`src/rtl/sram_dual_read_array_if.sv`:
```
// rtl/sram_dual_read_array_if.sv - access bus of the 1-write/2-read SRAM array
interface sram_dual_read_array_if #(
    parameter int DATA_W = 8,
    parameter int ADDR_W = 4
);
    logic              dev_en_n;
    logic              rd_wr;
    logic [ADDR_W-1:0] addr1;
    logic [ADDR_W-1:0] addr2;
    logic [DATA_W-1:0] wdata;
    logic [DATA_W-1:0] rdata1;
    logic [DATA_W-1:0] rdata2;
    logic              rvalid1;
    logic              rvalid2;
    logic              ready;

    modport master (
        output dev_en_n, rd_wr, addr1, addr2, wdata,
        input  rdata1, rdata2, rvalid1, rvalid2, ready
    );

    modport slave (
        input  dev_en_n, rd_wr, addr1, addr2, wdata,
        output rdata1, rdata2, rvalid1, rvalid2, ready
    );
endinterface

```
`src/rtl/sram_dual_read_array.sv`:
```
// rtl/sram_dual_read_array.sv - 1-write/2-read SRAM array with registered reads and zero-fill after reset
module sram_dual_read_array #(
    parameter int DATA_W    = 8,
    parameter int ADDR_W    = 4,
    parameter bit WR_BYPASS = 1'b1
) (
    input logic                   clk,
    input logic                   rst,
    sram_dual_read_array_if.slave bus
);
    localparam int DEPTH = 1 << ADDR_W;

    typedef enum logic {
        CLEAR,
        IDLE
    } state_t;

    state_t            state;
    logic [ADDR_W-1:0] clr_ptr;
    logic [DATA_W-1:0] mem [DEPTH];

    logic [DATA_W-1:0] rdata1_q;
    logic [DATA_W-1:0] rdata2_q;
    logic              rvalid1_q;
    logic              rvalid2_q;
    logic              ready_q;

    logic              accept;
    logic              collide;
    logic              mem_we;
    logic [ADDR_W-1:0] mem_waddr;
    logic [DATA_W-1:0] mem_wdata;
    logic [DATA_W-1:0] rd2_next;

    assign accept  = (state == IDLE) && !bus.dev_en_n;
    assign collide = bus.rd_wr && (bus.addr2 == bus.addr1);

    // Port 2 reads the pre-write word unless bypass forwards the incoming wdata.
    assign rd2_next = (WR_BYPASS && collide) ? bus.wdata : mem[bus.addr2];

    // Single write port shared between the zero-fill sweep and user writes.
    always_comb begin
        mem_we    = 1'b0;
        mem_waddr = clr_ptr;
        mem_wdata = '0;
        if (!rst) begin
            if (state == CLEAR) begin
                mem_we = 1'b1;
            end else if (accept && bus.rd_wr) begin
                mem_we    = 1'b1;
                mem_waddr = bus.addr1;
                mem_wdata = bus.wdata;
            end
        end
    end

    always_ff @(posedge clk) begin
        if (mem_we) begin
            mem[mem_waddr] <= mem_wdata;
        end
    end

    always_ff @(posedge clk) begin
        if (rst) begin
            state     <= CLEAR;
            clr_ptr   <= '0;
            rdata1_q  <= '0;
            rdata2_q  <= '0;
            rvalid1_q <= 1'b0;
            rvalid2_q <= 1'b0;
            ready_q   <= 1'b0;
        end else begin
            rvalid1_q <= 1'b0;
            rvalid2_q <= 1'b0;
            case (state)
                CLEAR: begin
                    clr_ptr <= clr_ptr + 1'b1;
                    if (&clr_ptr) begin
                        state   <= IDLE;
                        ready_q <= 1'b1;
                    end
                end
                IDLE: begin
                    if (accept) begin
                        rvalid2_q <= 1'b1;
                        rdata2_q  <= rd2_next;
                        if (!bus.rd_wr) begin
                            rvalid1_q <= 1'b1;
                            rdata1_q  <= mem[bus.addr1];
                        end
                    end
                end
                default: state <= CLEAR;
            endcase
        end
    end

    assign bus.rdata1  = rdata1_q;
    assign bus.rdata2  = rdata2_q;
    assign bus.rvalid1 = rvalid1_q;
    assign bus.rvalid2 = rvalid2_q;
    assign bus.ready   = ready_q;
endmodule
```
`src/flat_wrapper.sv`:
```
// flat-port wrapper written by rule: the top's interface ports become plain ports
module sram_dual_read_array_flat 
#(
    parameter int DATA_W    = 8,
    parameter int ADDR_W    = 4,
    parameter bit WR_BYPASS = 1'b1
)
  (clk, rst, bus_dev_en_n, bus_rd_wr, bus_addr1, bus_addr2, bus_wdata, bus_rdata1, bus_rdata2, bus_rvalid1, bus_rvalid2, bus_ready);
  sram_dual_read_array_if #(.DATA_W(DATA_W), .ADDR_W(ADDR_W)) bus_i ();
  input logic clk;
  input logic rst;
  input wire logic [$bits(bus_i.dev_en_n)-1:0] bus_dev_en_n;
  input wire logic [$bits(bus_i.rd_wr)-1:0] bus_rd_wr;
  input wire logic [$bits(bus_i.addr1)-1:0] bus_addr1;
  input wire logic [$bits(bus_i.addr2)-1:0] bus_addr2;
  input wire logic [$bits(bus_i.wdata)-1:0] bus_wdata;
  output wire logic [$bits(bus_i.rdata1)-1:0] bus_rdata1;
  output wire logic [$bits(bus_i.rdata2)-1:0] bus_rdata2;
  output wire logic [$bits(bus_i.rvalid1)-1:0] bus_rvalid1;
  output wire logic [$bits(bus_i.rvalid2)-1:0] bus_rvalid2;
  output wire logic [$bits(bus_i.ready)-1:0] bus_ready;
  assign bus_i.dev_en_n = bus_dev_en_n;
  assign bus_i.rd_wr = bus_rd_wr;
  assign bus_i.addr1 = bus_addr1;
  assign bus_i.addr2 = bus_addr2;
  assign bus_i.wdata = bus_wdata;
  assign bus_rdata1 = bus_i.rdata1;
  assign bus_rdata2 = bus_i.rdata2;
  assign bus_rvalid1 = bus_i.rvalid1;
  assign bus_rvalid2 = bus_i.rvalid2;
  assign bus_ready = bus_i.ready;
  sram_dual_read_array #(.DATA_W(DATA_W), .ADDR_W(ADDR_W), .WR_BYPASS(WR_BYPASS)) u_core (.clk(clk), .rst(rst), .bus(bus_i));
endmodule
```
`config.mk`:
```
export PLATFORM = sky130hd
export DESIGN_NAME = sram_dual_read_array_flat
export DESIGN_NICKNAME = d
export VERILOG_FILES = /design/src/rtl/sram_dual_read_array_if.sv /design/src/rtl/sram_dual_read_array.sv /design/src/flat_wrapper.sv
export SDC_FILE = /design/constraint.sdc
export NUM_CORES = 1
export LEC_CHECK = 0
export ABC_CLOCK_PERIOD_IN_PS = 5300
export CAP_MARGIN = 20
export CELL_PAD_IN_SITES_DETAIL_PLACEMENT = 1
export CELL_PAD_IN_SITES_GLOBAL_PLACEMENT = 1
export CORE_ASPECT_RATIO = 0.8
export CORE_MARGIN = 2
export CORE_UTILIZATION = 35
export DETAILED_ROUTE_END_ITERATION = 10
export PLACE_DENSITY_LB_ADDON = 0.1
export SYNTH_ARGS = -nofsm -noshare
export SYNTH_HDL_FRONTEND = slang
export SYNTH_SLANG_ARGS = --single-unit
export TNS_END_PERCENT = 5
```
`constraint.sdc`:
```
create_clock -name clk -period 5.3 [get_ports clk]
set_input_delay 1.06 -clock clk [delete_from_list [all_inputs] [get_ports clk]]
set_output_delay 1.06 -clock clk [all_outputs]
set_load 0.02 [all_outputs]
```
# Word level (Yosys, flattened, before mapping)

Memory sizes are Yosys's and may differ from the RTL's. A register that Yosys moved wholly into a read port is not among the register bits.
Cells that the tools add are included.

RAM bits: 128
Input port bits: 20
Output and inout bits: 19
Logic and storage cells: 34
Latch bits: 0
Memories kept: 1
Flip-flop bits (word level): 8
Memory bits (read-only): 0

Reductions and logical operators: 9
Eq/ne operators: 0
Shifts and indexed selects: 0
Multiplexer cells: 15
Add/sub/neg operators: 1
Bitwise logic cells: 3
Divide/modulo/power cells: 0
Magnitude comparators: 0
Multipliers: 0

Memories:

| memory     | depth | bits a word | read ports | clocked after Yosys merged registers in | wr ports | RTL line                   | source |
|---|---|---|---|---|---|---|---|
| u_core.mem | 16    | 8           | 2          | 2                                       | 1        | sram_dual_read_array.sv:20 | `logic [DATA_W-1:0] mem [DEPTH];` |

Operator list:

| operator                                     | number |
|---|---|
| 2-to-1 mux 8 bit                             | 3 |
| 2-to-1 mux 4 bit                             | 3 |
| 2-to-1 mux 1 bit                             | 9 |
| AND reduction 5 bit                          | 1 |
| adder 4 x 1 -> 4 bit (second input constant) | 1 |
| AND reduction 4 bit                          | 1 |
| inverter 1 bit                               | 3 |
| AND reduction 3 bit                          | 1 |
| OR reduction 3 bit                           | 1 |
| logical AND 1 bit                            | 2 |
| AND reduction 2 bit                          | 1 |
| OR reduction 2 bit                           | 1 |
| zero test 1 bit                              | 1 |

# Logic depth before layout (Yosys ltp)

Gate-level depths: netlist of the first run.

Depth in word-level cells: 8
Gate-level depth with buffers: 9
Gate-level depth less buffers: 6

# Least setup slack after synthesis of the first run

Ideal clock, no wire load.

Kind: input to register
Start point: in rst
End point: mem u_core.mem[12][0] (enable)
Required time: 4.930 ns
Buffers on the path: 3
Library setup time: 0.370 ns
Slack: 2.318 ns
Data arrival time: 2.611 ns
Stages: 8
Path through: buf_4 > and4bb_4 > buf_6 > clkbuf_1 > nand3_1 > o21ai_0 > nand2_1 > nor2_1

Longest elaborated chain between the ends: 3
Elaborated cells on any way between the ends: 4
Those cells by class: 4 x mux

Ends and longest elaborated chain:

| what                                   | RTL line                   | source |
|---|---|---|
| start, declared                        | flat_wrapper.sv:11         | `input logic rst;` |
| 2-to-1 mux 1 bit                       | sram_dual_read_array.sv:46 | `if (!rst) begin` |
| 2-to-1 mux 1 bit                       | sram_dual_read_array.sv:58 | `if (mem_we) begin` |
| 2-to-1 mux 1 bit (implied by the code) | sram_dual_read_array.sv:59 | `mem[mem_waddr] <= mem_wdata;` |
| end, declared                          | sram_dual_read_array.sv:20 |  |

Several ways; a longest one is shown, not always the timed one.

# Worst setup path in the final report of the first run

Start point: in rst
End point: mem u_core.mem[0][5] (enable)

Same word-level chain as after synthesis.

==> impl_metrics.py, run 1 <==
metrics = {
    "status": {
        "run_status": "complete, no violations",
    },
    "floorplanning": {
        "ios": 39,
        "initial_core_util": 0.356,
        "die_y_um": 131,
        "dieArea_um2": 21200,
        "rows": 46,
        "fp.dieW_um": 162,
        "core_area_um2": 19700,
    },
    "timing": {
        "max_freq_mhz": 273,
        "period_share": 0.690,
        "period_needed_ps": 3660,
        "hold_viol": 0,
        "setup_viol": 0,
        "rsz0062_at_grt": "no",
        "maxSlewHeadroom": 0.366,
        "fin_skew_ps": 9.52,
        "worstMarginPinSlew_ps": 952,
        "finalSetupTns_ps": 0,
        "drv_slew": 0,
    },
    "synth": {
        "syn_nets": 432,
        "ys_seq_area_frac": 0.615,
        "syn_area_um2": 7030,
        "yosys_register_bits": 152,
        "syn_area_per_cell_um2": 17.1,
        "synth_cells": 411,
        "yosysWarningCount": 0,
        "synth_cell_types": 37,
    },
    "cells_and_area": {
        "fill_cells": 1919,
        "layout_common_cells": "128 x edfxtp_1, 72 x mux4_2, 35 x clkdlybuf4s50_1",
        "finalInstanceArea_um2": 8200,
        "nets": 461,
        "final_common_cell": "edfxtp_1",
        "syn_to_final_growth_pct": 16.6,
        "layout-drive-gt1-share": 0.267,
    },
    "worst_hold_path": {
        "hold_start": "u_core.bus.rdata1[0]$_SDFFE_PP0P_",
        "hold_end": "u_core.bus.rdata1[0]$_SDFFE_PP0P_",
        "hold_depth": 2,
        "min_path_type": "flop to flop",
    },
    "placed_design": {
        "portBuffers": 38,
        "place.gp.congestion": 0.796,
        "placed_cell_area_um2": 7600,
        "hpwlAfterDp_um": 14800,
    },
    "detailed_routing": {
        "vias": 4086,
        "vias_per_cell": 5.69,
        "finalWirelength_um": 21000,
        "drt_iter0_markers": 430,
        "ant_nets": 0,
        "remaining_drc_errors": 0,
        "wire_per_inst_um": 29.2,
        "dr.pass1.iters": 4,
    },
    "cts": {
        "cts_buffer_depth": 2,
        "path_clk_slew_ps": 70,
        "cts_sinks": 152,
        "clk_latency_ps": 430,
        "postCtsHoldBufs": 0,
        "h-tree-depth": 4,
        "cts_made_buffers": 17,
        "tritoncts": "done",
        "cts_setup_buffers": 0,
        "root_buffer": "clkbuf_16",
        "cts_resized": 0,
    },
    "power_and_ir_drop": {
        "ir_drop_mv": 0.190,
        "leakagePower_uw": 0.00279,
        "power_density_nw_per_um2": 326,
        "power_uw": 2670,
    },
    "setup_path": {
        "endpoint_kind": "flop",
        "r2r_cells": 4,
        "start_kind": "input pin",
        "r2r_start": "u_core.state$_SDFF_PP0_",
        "r2r_end": "u_core.mem[0][5]$_DFFE_PP_",
        "cp.arrival_ps": 3720,
        "crit_fanout": 28,
        "required_ps": 5360,
        "reg2reg_slack_ps": 2410,
        "crit_type": "input pin to flop",
    },
    "global_routing": {
        "grt_max_degree": 34,
        "gr-total-overflow": 0,
        "grt_antenna_before_repair": 4,
        "groute.usage.overall": 0.207,
        "grt_pass1_wl_um": 29800,
        "grt_pass1_vias": 4034,
    },
    "flow_run": {
        "cap_violations": 0,
    },
}
## through the flow
stage | setup WS [ps] | utilization | std cells | hold WS [ps]
after floorplan | 2320 | - | 411 | 477
after global placement | 1320 | 0.385 | 685 | 452
after detailed placement | 1160 | 0.385 | 685 | 452
after CTS | 1660 | 0.415 | 717 | 460
after global routing | 1470 | 0.415 | 717 | 484
final | 1640 | 0.415 | 718 | 458
## sequential cells by signal (all words and copies together) (netlist names)
name                cells
u_core.bus.rdata1       8
u_core.bus.rdata2       8
u_core.bus.ready        1
u_core.bus.rvalid1      1
u_core.bus.rvalid2      1
u_core.clr_ptr          4
u_core.mem            128
u_core.state            1
## routing by layer
metal,vias to the layer above,global-route usage,share of wire
met5,-,0,0
met4,0,0.0557,0.012
met1,2228,0.325,0.50
li1,1733,-,-
met3,22,0.0398,0.047
met2,103,0.294,0.44
## how the worst max path moves through the flow
stage,endpoint,slack (ps),start
floorplan,u_core.mem[12][0]$_DFFE_PP_,2320,rst
finish,u_core.mem[0][5]$_DFFE_PP_,1640,rst
detailed placement,u_core.mem[0][7]$_DFFE_PP_,1160,rst
CTS,u_core.mem[0][1]$_DFFE_PP_,1660,rst
global placement,u_core.mem[1][3]$_DFFE_PP_,1320,rst
global route,u_core.mem[0][1]$_DFFE_PP_,1470,rst
## power by group
group | switching (µW) | internal [µW] | leakage, µW | total, µW
clock | 572 | 636 | 0.000292 | 1210
combinational | 90.3 | 73.0 | 0.000925 | 163
sequential | 9.86 | 1290 | 0.00157 | 1300
## critical path: stages
cell	delay, ps
clkdlybuf4s50_1	400
buf_4	230
and4bb_4	540
mux2i_1	480
nand2_1	290
nor2_1	710
## synthesized netlist by cell type
cell type	count	area (µm²)
a211oi_1	2	15.0
a21oi_1	18	90.1
a22oi_1	22	165
a22oi_2	2	25.0
a41oi_1	1	8.76
and2_1	1	6.26
and3b_1	2	17.5
and4bb_4	1	16.3
buf_1	3	11.3
buf_2	9	45.0
buf_4	1	7.51
buf_6	3	33.8
clkbuf_1	16	60.1
clkbuf_2	1	5.00
dfxtp_1	24	480
edfxtp_1	128	3840
ha_1	1	12.5
inv_1	10	37.5
mux2_4	1	15.0
mux2i_1	4	40.0
mux2i_4	1	22.5
mux4_2	72	1620
nand2_1	27	101
nand2b_1	2	12.5
nand3_1	3	15.0
nand4_4	1	21.3
nor2_1	25	93.8
nor2b_1	4	25.0
nor3_1	2	10.0
nor3b_1	3	22.5
o21ai_0	4	20.0
o22ai_1	8	50.1
or2_2	2	12.5
or2b_1	2	15.0
xnor2_1	1	8.76
xor2_1	3	26.3
xor2_2	1	16.3
## area by class of cell
class	count	area [µm²]	share of cell area
clock buffer	17	425	0.0519
sequential	152	4320	0.527
tap	264	330	0.0403
clock inverter	15	171	0.0209
inverter	10	37.5	0.00458
timing repair buffer	43	403	0.0491
antenna	1	2.50	0.000305
multi-input combinational	216	2510	0.306
## logic make-up after synthesis
logic type	after synthesis	synth area share
AND/OR/NAND/NOR	75	0.0525
AO/OA/AOI/OAI	57	0.0532
adder cells (fa/ha/maj)	1	0.00178
XOR/XNOR	5	0.00730
flip-flops	152	0.615
buffers and inverters	43	0.0285
multiplexers	78	0.242
No activity file was read; power rests on OpenSTA's default activity.
==> run 2: changes to the inputs <==
--- a/config.mk
+++ b/config.mk
@@ -5,7 +5,7 @@
 export SDC_FILE = /design/constraint.sdc
 export NUM_CORES = 1
 export LEC_CHECK = 0
-export ABC_CLOCK_PERIOD_IN_PS = 5300
+export ABC_CLOCK_PERIOD_IN_PS = 3500
 export CAP_MARGIN = 20
 export CELL_PAD_IN_SITES_DETAIL_PLACEMENT = 1
 export CELL_PAD_IN_SITES_GLOBAL_PLACEMENT = 1
==> constraint.sdc (replaced) <==
create_clock -name clk -period 3.5 [get_ports clk]
set_input_delay 0.7 -clock clk [delete_from_list [all_inputs] [get_ports clk]]
set_output_delay 0.7 -clock clk [all_outputs]
set_load 0.02 [all_outputs]
==> impl_metrics.py, run 2 (synthesis results as in run 1) <==
metrics = {
    "status": {
        "run_status": "complete, no violations",
    },
    "floorplanning": {
        "die_y_um": 131,
        "ios": 39,
        "rows": 46,
        "initial_core_util": 0.356,
        "dieArea_um2": 21200,
        "core_area_um2": 19700,
        "fp.dieW_um": 162,
    },
    "global_routing": {
        "grt_pass1_wl_um": 27800,
        "grt_antenna_before_repair": 0,
        "grt_pass1_vias": 4055,
        "grt_max_degree": 33,
        "groute.usage.overall": 0.189,
        "gr-total-overflow": 0,
    },
    "detailed_routing": {
        "met3_wirelength_um": 1120,
        "top_layer_used": "met4",
        "finalWirelength_um": 18800,
        "dr.pass1.iters": 4,
        "wl_met1_um": 9530,
        "remaining_drc_errors": 0,
        "vias_per_cell": 5.50,
        "drt_iter0_markers": 439,
        "wire_per_inst_um": 25.6,
        "vias": 4037,
        "ant_nets": 0,
        "route.met2.wl_um": 7950,
    },
    "timing": {
        "maxSlewHeadroom": 0.378,
        "setup_viol": 0,
        "period_share": 0.833,
        "rsz0062_at_grt": "no",
        "finalSetupTns_ps": 0,
        "hold_viol": 0,
        "timing.final.ws_setup_ps": 584,
        "period_needed_ps": 2920,
        "drv_slew": 0,
        "max_freq_mhz": 343,
        "fin_skew_ps": 13.9,
        "worstMarginPinSlew_ps": 931,
    },
    "setup_path": {
        "crit_fanout": 9,
        "r2r_cells": 4,
        "start_kind": "input pin",
        "worstPathCellList": "clkdlybuf4s50_1 -> and4bb_4 -> mux2i_1 -> or2b_1 -> nor2_1",
        "r2r_start": "u_core.state$_SDFF_PP0_",
        "r2r_end": "u_core.mem[10][6]$_DFFE_PP_",
        "required_ps": 3550,
        "slowest_delay_ps": 680,
        "crit_type": "input pin to flop",
        "cp.arrival_ps": 2970,
        "reg2reg_slack_ps": 990,
        "cpMaxStageDelayCell": "nor2_1",
        "endpoint_kind": "flop",
    },
    "cts": {
        "path_clk_slew_ps": 70,
        "root_buffer": "clkbuf_16",
        "clk_latency_ps": 440,
        "cts_setup_buffers": 0,
        "cts_buffer_depth": 2,
        "tritoncts": "done",
        "cts_made_buffers": 17,
        "postCtsHoldBufs": 0,
        "cts_resized": 0,
        "cts_sinks": 152,
        "h-tree-depth": 4,
    },
    "placed_design": {
        "place.gp.congestion": 0.775,
        "placed_cell_area_um2": 7780,
        "portBuffers": 38,
        "hpwlAfterDp_um": 13200,
        "preCtsSetupSlack_ps": 113,
    },
    "power_and_ir_drop": {
        "ir_drop_mv": 0.278,
        "p_sw_frac": 0.234,
        "pwr-share-clk": 0.444,
        "leakagePower_uw": 0.00289,
        "p_switching_uw": 937,
        "intPower_uw": 3070,
        "combPwrFrac": 0.065,
        "p_seq_frac": 0.491,
        "power_uw": 4010,
        "power_density_nw_per_um2": 481,
    },
    "cells_and_area": {
        "largest_reg_flops": 128,
        "finalInstanceArea_um2": 8340,
        "syn_to_final_growth_pct": 18.7,
        "largest-register": "u_core.mem",
        "final_common_cell": "edfxtp_1",
        "nets": 478,
        "fin_util": 0.423,
        "layout-drive-gt1-share": 0.294,
        "layout_common_cells": "128 x edfxtp_1, 72 x mux4_2, 35 x clkdlybuf4s50_1",
        "antenna_cells": 0,
    },
    "worst_hold_path": {
        "hold_start": "u_core.bus.rdata1[6]$_SDFFE_PP0P_",
        "hold_depth": 2,
        "hold_end": "u_core.bus.rdata1[6]$_SDFFE_PP0P_",
        "min_path_type": "flop to flop",
    },
    "flow_run": {
        "cap_violations": 0,
    },
}
[run 2: cell count changes in the layout (fill, tap and decap cells not counted), moves of 3 or more]
cell / previous run / this run
clkinv_8: 3 / 0
buf_12: 0 / 4
buf_4: 5 / 18
inv_4: 0 / 4
inv_8: 4 / 1
[run 2: critical path: cells and delay by family]
kind / cells / cell delay [ps]
mux: 1 / 420
buf+inv: 1 / 530
simple gates: 3 / 1310
[run 2: worst max-delay path by stage]
stage,startpoint,to
global placement,rst,u_core.mem[10][6]$_DFFE_PP_
CTS,rst,u_core.mem[10][6]$_DFFE_PP_
floorplan,rst,u_core.mem[12][0]$_DFFE_PP_
finish,bus_rd_wr,u_core.mem[10][6]$_DFFE_PP_
detailed placement,rst,u_core.mem[10][6]$_DFFE_PP_
global route,bus_rd_wr,u_core.mem[10][6]$_DFFE_PP_
[run 2: stage by stage]
| stage | instances | hold WS [ps] |
|---|---|---|
| 2_1_floorplan | 411 | 477 |
| 3_3_place_gp | 702 | 448 |
| 3_5_place_dp | 702 | 452 |
| 4_1_cts | 734 | 459 |
| 5_1_grt | 734 | 479 |
| 6_report | 734 | 457 |
[run 2: power groups by stage]
stage	Combinational [µW]	Sequential, µW	Clock (µW)
global route	277	1970	1880
finish	260	1970	1780
detailed placement	263	2010	0
CTS	264	1970	1820
global placement	262	2010	0
floorplan	168	2000	0
[run 2: cell type report]
class	instances	area, µm²
Clock buffer	17	425
Clock inverter	15	138
Fill cell	1941	11400
Multi-Input combinational cell	216	2510
Tap cell	264	330
Timing Repair Buffer	60	581
Sequential cell	152	4320
Inverter	10	37.5
[run 2: metal layers]
metal / vias up / global-route usage
li1: 1764 / -
met1: 2154 / 0.298
met2: 104 / 0.256
met3: 15 / 0.0480
met4: 0 / 0.0531
met5: - / 0
==> run 3: changes to the inputs <==
--- a/config.mk
+++ b/config.mk
@@ -5,7 +5,7 @@
 export SDC_FILE = /design/constraint.sdc
 export NUM_CORES = 1
 export LEC_CHECK = 0
-export ABC_CLOCK_PERIOD_IN_PS = 3500
+export ABC_CLOCK_PERIOD_IN_PS = 2380
 export CAP_MARGIN = 20
 export CELL_PAD_IN_SITES_DETAIL_PLACEMENT = 1
 export CELL_PAD_IN_SITES_GLOBAL_PLACEMENT = 1
==> constraint.sdc (replaced) <==
create_clock -name clk -period 2.38 [get_ports clk]
set_input_delay 0.476 -clock clk [delete_from_list [all_inputs] [get_ports clk]]
set_output_delay 0.476 -clock clk [all_outputs]
set_load 0.02 [all_outputs]
==> impl_metrics.py, run 3 (synthesis results as in run 1) <==
metrics = {
    "status": {
        "run_status": "complete, no violations",
    },
    "cells_and_area": {
        "final_common_cell": "edfxtp_1",
        "layout_common_cells": "128 x edfxtp_1, 72 x mux4_2, 39 x buf_4",
        "instances_no_fill": 758,
        "fill_cells": 1931,
        "largest_reg_flops": 128,
        "seq_area_um2": 4320,
        "largest-register": "u_core.mem",
        "multi_input_area_um2": 2510,
        "nets": 502,
        "syn_to_final_growth_pct": 21.9,
        "antenna_cells": 0,
        "layout-drive-gt1-share": 0.330,
    },
    "floorplanning": {
        "dieArea_um2": 21200,
        "initial_core_util": 0.356,
        "core_area_um2": 19700,
        "fp.dieW_um": 162,
        "die_y_um": 131,
        "ios": 39,
        "rows": 46,
    },
    "global_routing": {
        "grt_antenna_before_repair": 0,
        "grt_pass1_vias": 4236,
        "grt_max_degree": 34,
        "grt_pass1_wl_um": 28500,
        "gr-total-overflow": 0,
        "groute.usage.overall": 0.190,
    },
    "cts": {
        "cts_buffer_depth": 2,
        "cts_made_buffers": 17,
        "cts_sinks": 152,
        "tritoncts": "done",
        "clk_latency_ps": 430,
        "path_clk_slew_ps": 60,
        "cts_setup_buffers": 0,
        "postCtsHoldBufs": 0,
        "root_buffer": "clkbuf_16",
        "h-tree-depth": 4,
    },
    "detailed_routing": {
        "vias_per_cell": 5.45,
        "drt_iter0_markers": 281,
        "ant_nets": 0,
        "wire_per_inst_um": 25.2,
        "remaining_drc_errors": 0,
        "vias": 4133,
        "dr.pass1.iters": 5,
        "finalWirelength_um": 19100,
    },
    "power_and_ir_drop": {
        "power_density_nw_per_um2": 691,
        "ir_drop_mv": 0.384,
        "power_uw": 5920,
        "leakagePower_uw": 0.00302,
    },
    "timing": {
        "worstMarginPinSlew_ps": 746,
        "maxSlewHeadroom": 0.502,
        "rsz0062_at_grt": "no",
        "max_freq_mhz": 442,
        "period_needed_ps": 2260,
        "hold_viol": 0,
        "drv_slew": 0,
        "fin_skew_ps": 11.2,
        "period_share": 0.951,
        "setup_viol": 0,
    },
    "placed_design": {
        "placedCellCount": 726,
        "hpwlAfterDp_um": 14000,
        "portBuffers": 38,
        "place.gp.congestion": 0.771,
    },
    "setup_path": {
        "endpoint_kind": "flop",
        "cp_common_cell": "buf_4",
        "cpMaxStageDelayCell": "and4bb_4",
        "crit_fanout": 8,
        "worstPathCellList": "clkdlybuf4s50_1 -> and4bb_4 -> mux2i_4 -> buf_4 -> nand2_1 -> nor2_1 -> buf_4",
        "required_ps": 2510,
        "slowest_delay_ps": 440,
        "cp.arrival_ps": 2390,
        "start_kind": "input pin",
        "crit_type": "input pin to flop",
    },
    "worst_hold_path": {
        "min_path_type": "flop to flop",
    },
    "flow_run": {
        "cap_violations": 0,
    },
}
## run 3: cell types whose count changed in the layout (fill, tap and decap cells not counted)
cell | previous run | this run
bufinv_16 | 1 | 0
inv_8 | 1 | 2
buf_4 | 18 | 39
mux2i_2 | 0 | 1
clkinv_2 | 2 | 3
buf_12 | 4 | 7
clkbuf_8 | 0 | 1
inv_4 | 4 | 1
clkbuf_16 | 17 | 18
mux2i_1 | 4 | 3
## run 3: report_power, final
group | switching (µW) | leakage, µW | internal, µW | total, µW
logic | 202 | 0.00116 | 202 | 404
registers | 20.2 | 0.00157 | 2880 | 2900
clock network | 1170 | 0.000288 | 1450 | 2620
total | 1390 | 0.00302 | 4530 | 5920
## run 3: what timing repair did
item | 4_1_cts | 5_1_grt
endpoints found under the setup margin | 0 | 37
endpoints found under the hold margin | 0 | 0
gates resized for setup | 0 | 1
## run 3: cell type report
type	count	share of cell area
clock inverters	13	0.0123
flip-flops and latches	152	0.505
inverters	10	0.00438
repair buffers	84	0.0932
multi-input cells	216	0.293
well taps	264	0.0385
clock buffers	19	0.0542
## run 3: final timing paths
| check | cells after the start | startpoint | slack, ps | end |
|---|---|---|---|---|
| max | 7 | bus_dev_en_n | 120 | u_core.mem[0][5]$_DFFE_PP_ |
| min | 2 | u_core.bus.rdata1[1]$_SDFFE_PP0P_ | 460 | u_core.bus.rdata1[1]$_SDFFE_PP0P_ |
| max reg2reg | 6 | u_core.state$_SDFF_PP0_ | 290 | u_core.mem[0][5]$_DFFE_PP_ |
| min reg2reg | 2 | u_core.bus.rdata1[1]$_SDFFE_PP0P_ | 460 | u_core.bus.rdata1[1]$_SDFFE_PP0P_ |
## run 3: through the flow
stage / util / setup TNS [ps] / setup WS [ps] / hold WS [ps] / area (µm²)
2_1_floorplan: - / -503 / -17.5 / 477 / 7030
3_3_place_gp: 0.405 / -31040 / -304 / 452 / 8000
3_5_place_dp: 0.405 / -38000 / -354 / 454 / 8000
4_1_cts: 0.434 / 0 / 92.6 / 460 / 8570
5_1_grt: 0.434 / 0 / 32.1 / 486 / 8570
6_report: 0.434 / 0 / 117 / 457 / 8570
## run 3: metal layers
metal / wire (µm) / GRT usage / vias to the layer above
met4: 147 / 0.0489 / 0
met5: 0 / 0 / -
met3: 1150 / 0.0420 / 10
met2: 8440 / 0.279 / 118
met1: 9380 / 0.288 / 2189
li1: - / - / 1816
## run 3: critical path: cells and delay by family
| kind | cells | cell delay (ps) |
|---|---|---|
| simple gates | 3 | 810 |
| buf+inv | 3 | 790 |
| mux | 1 | 300 |
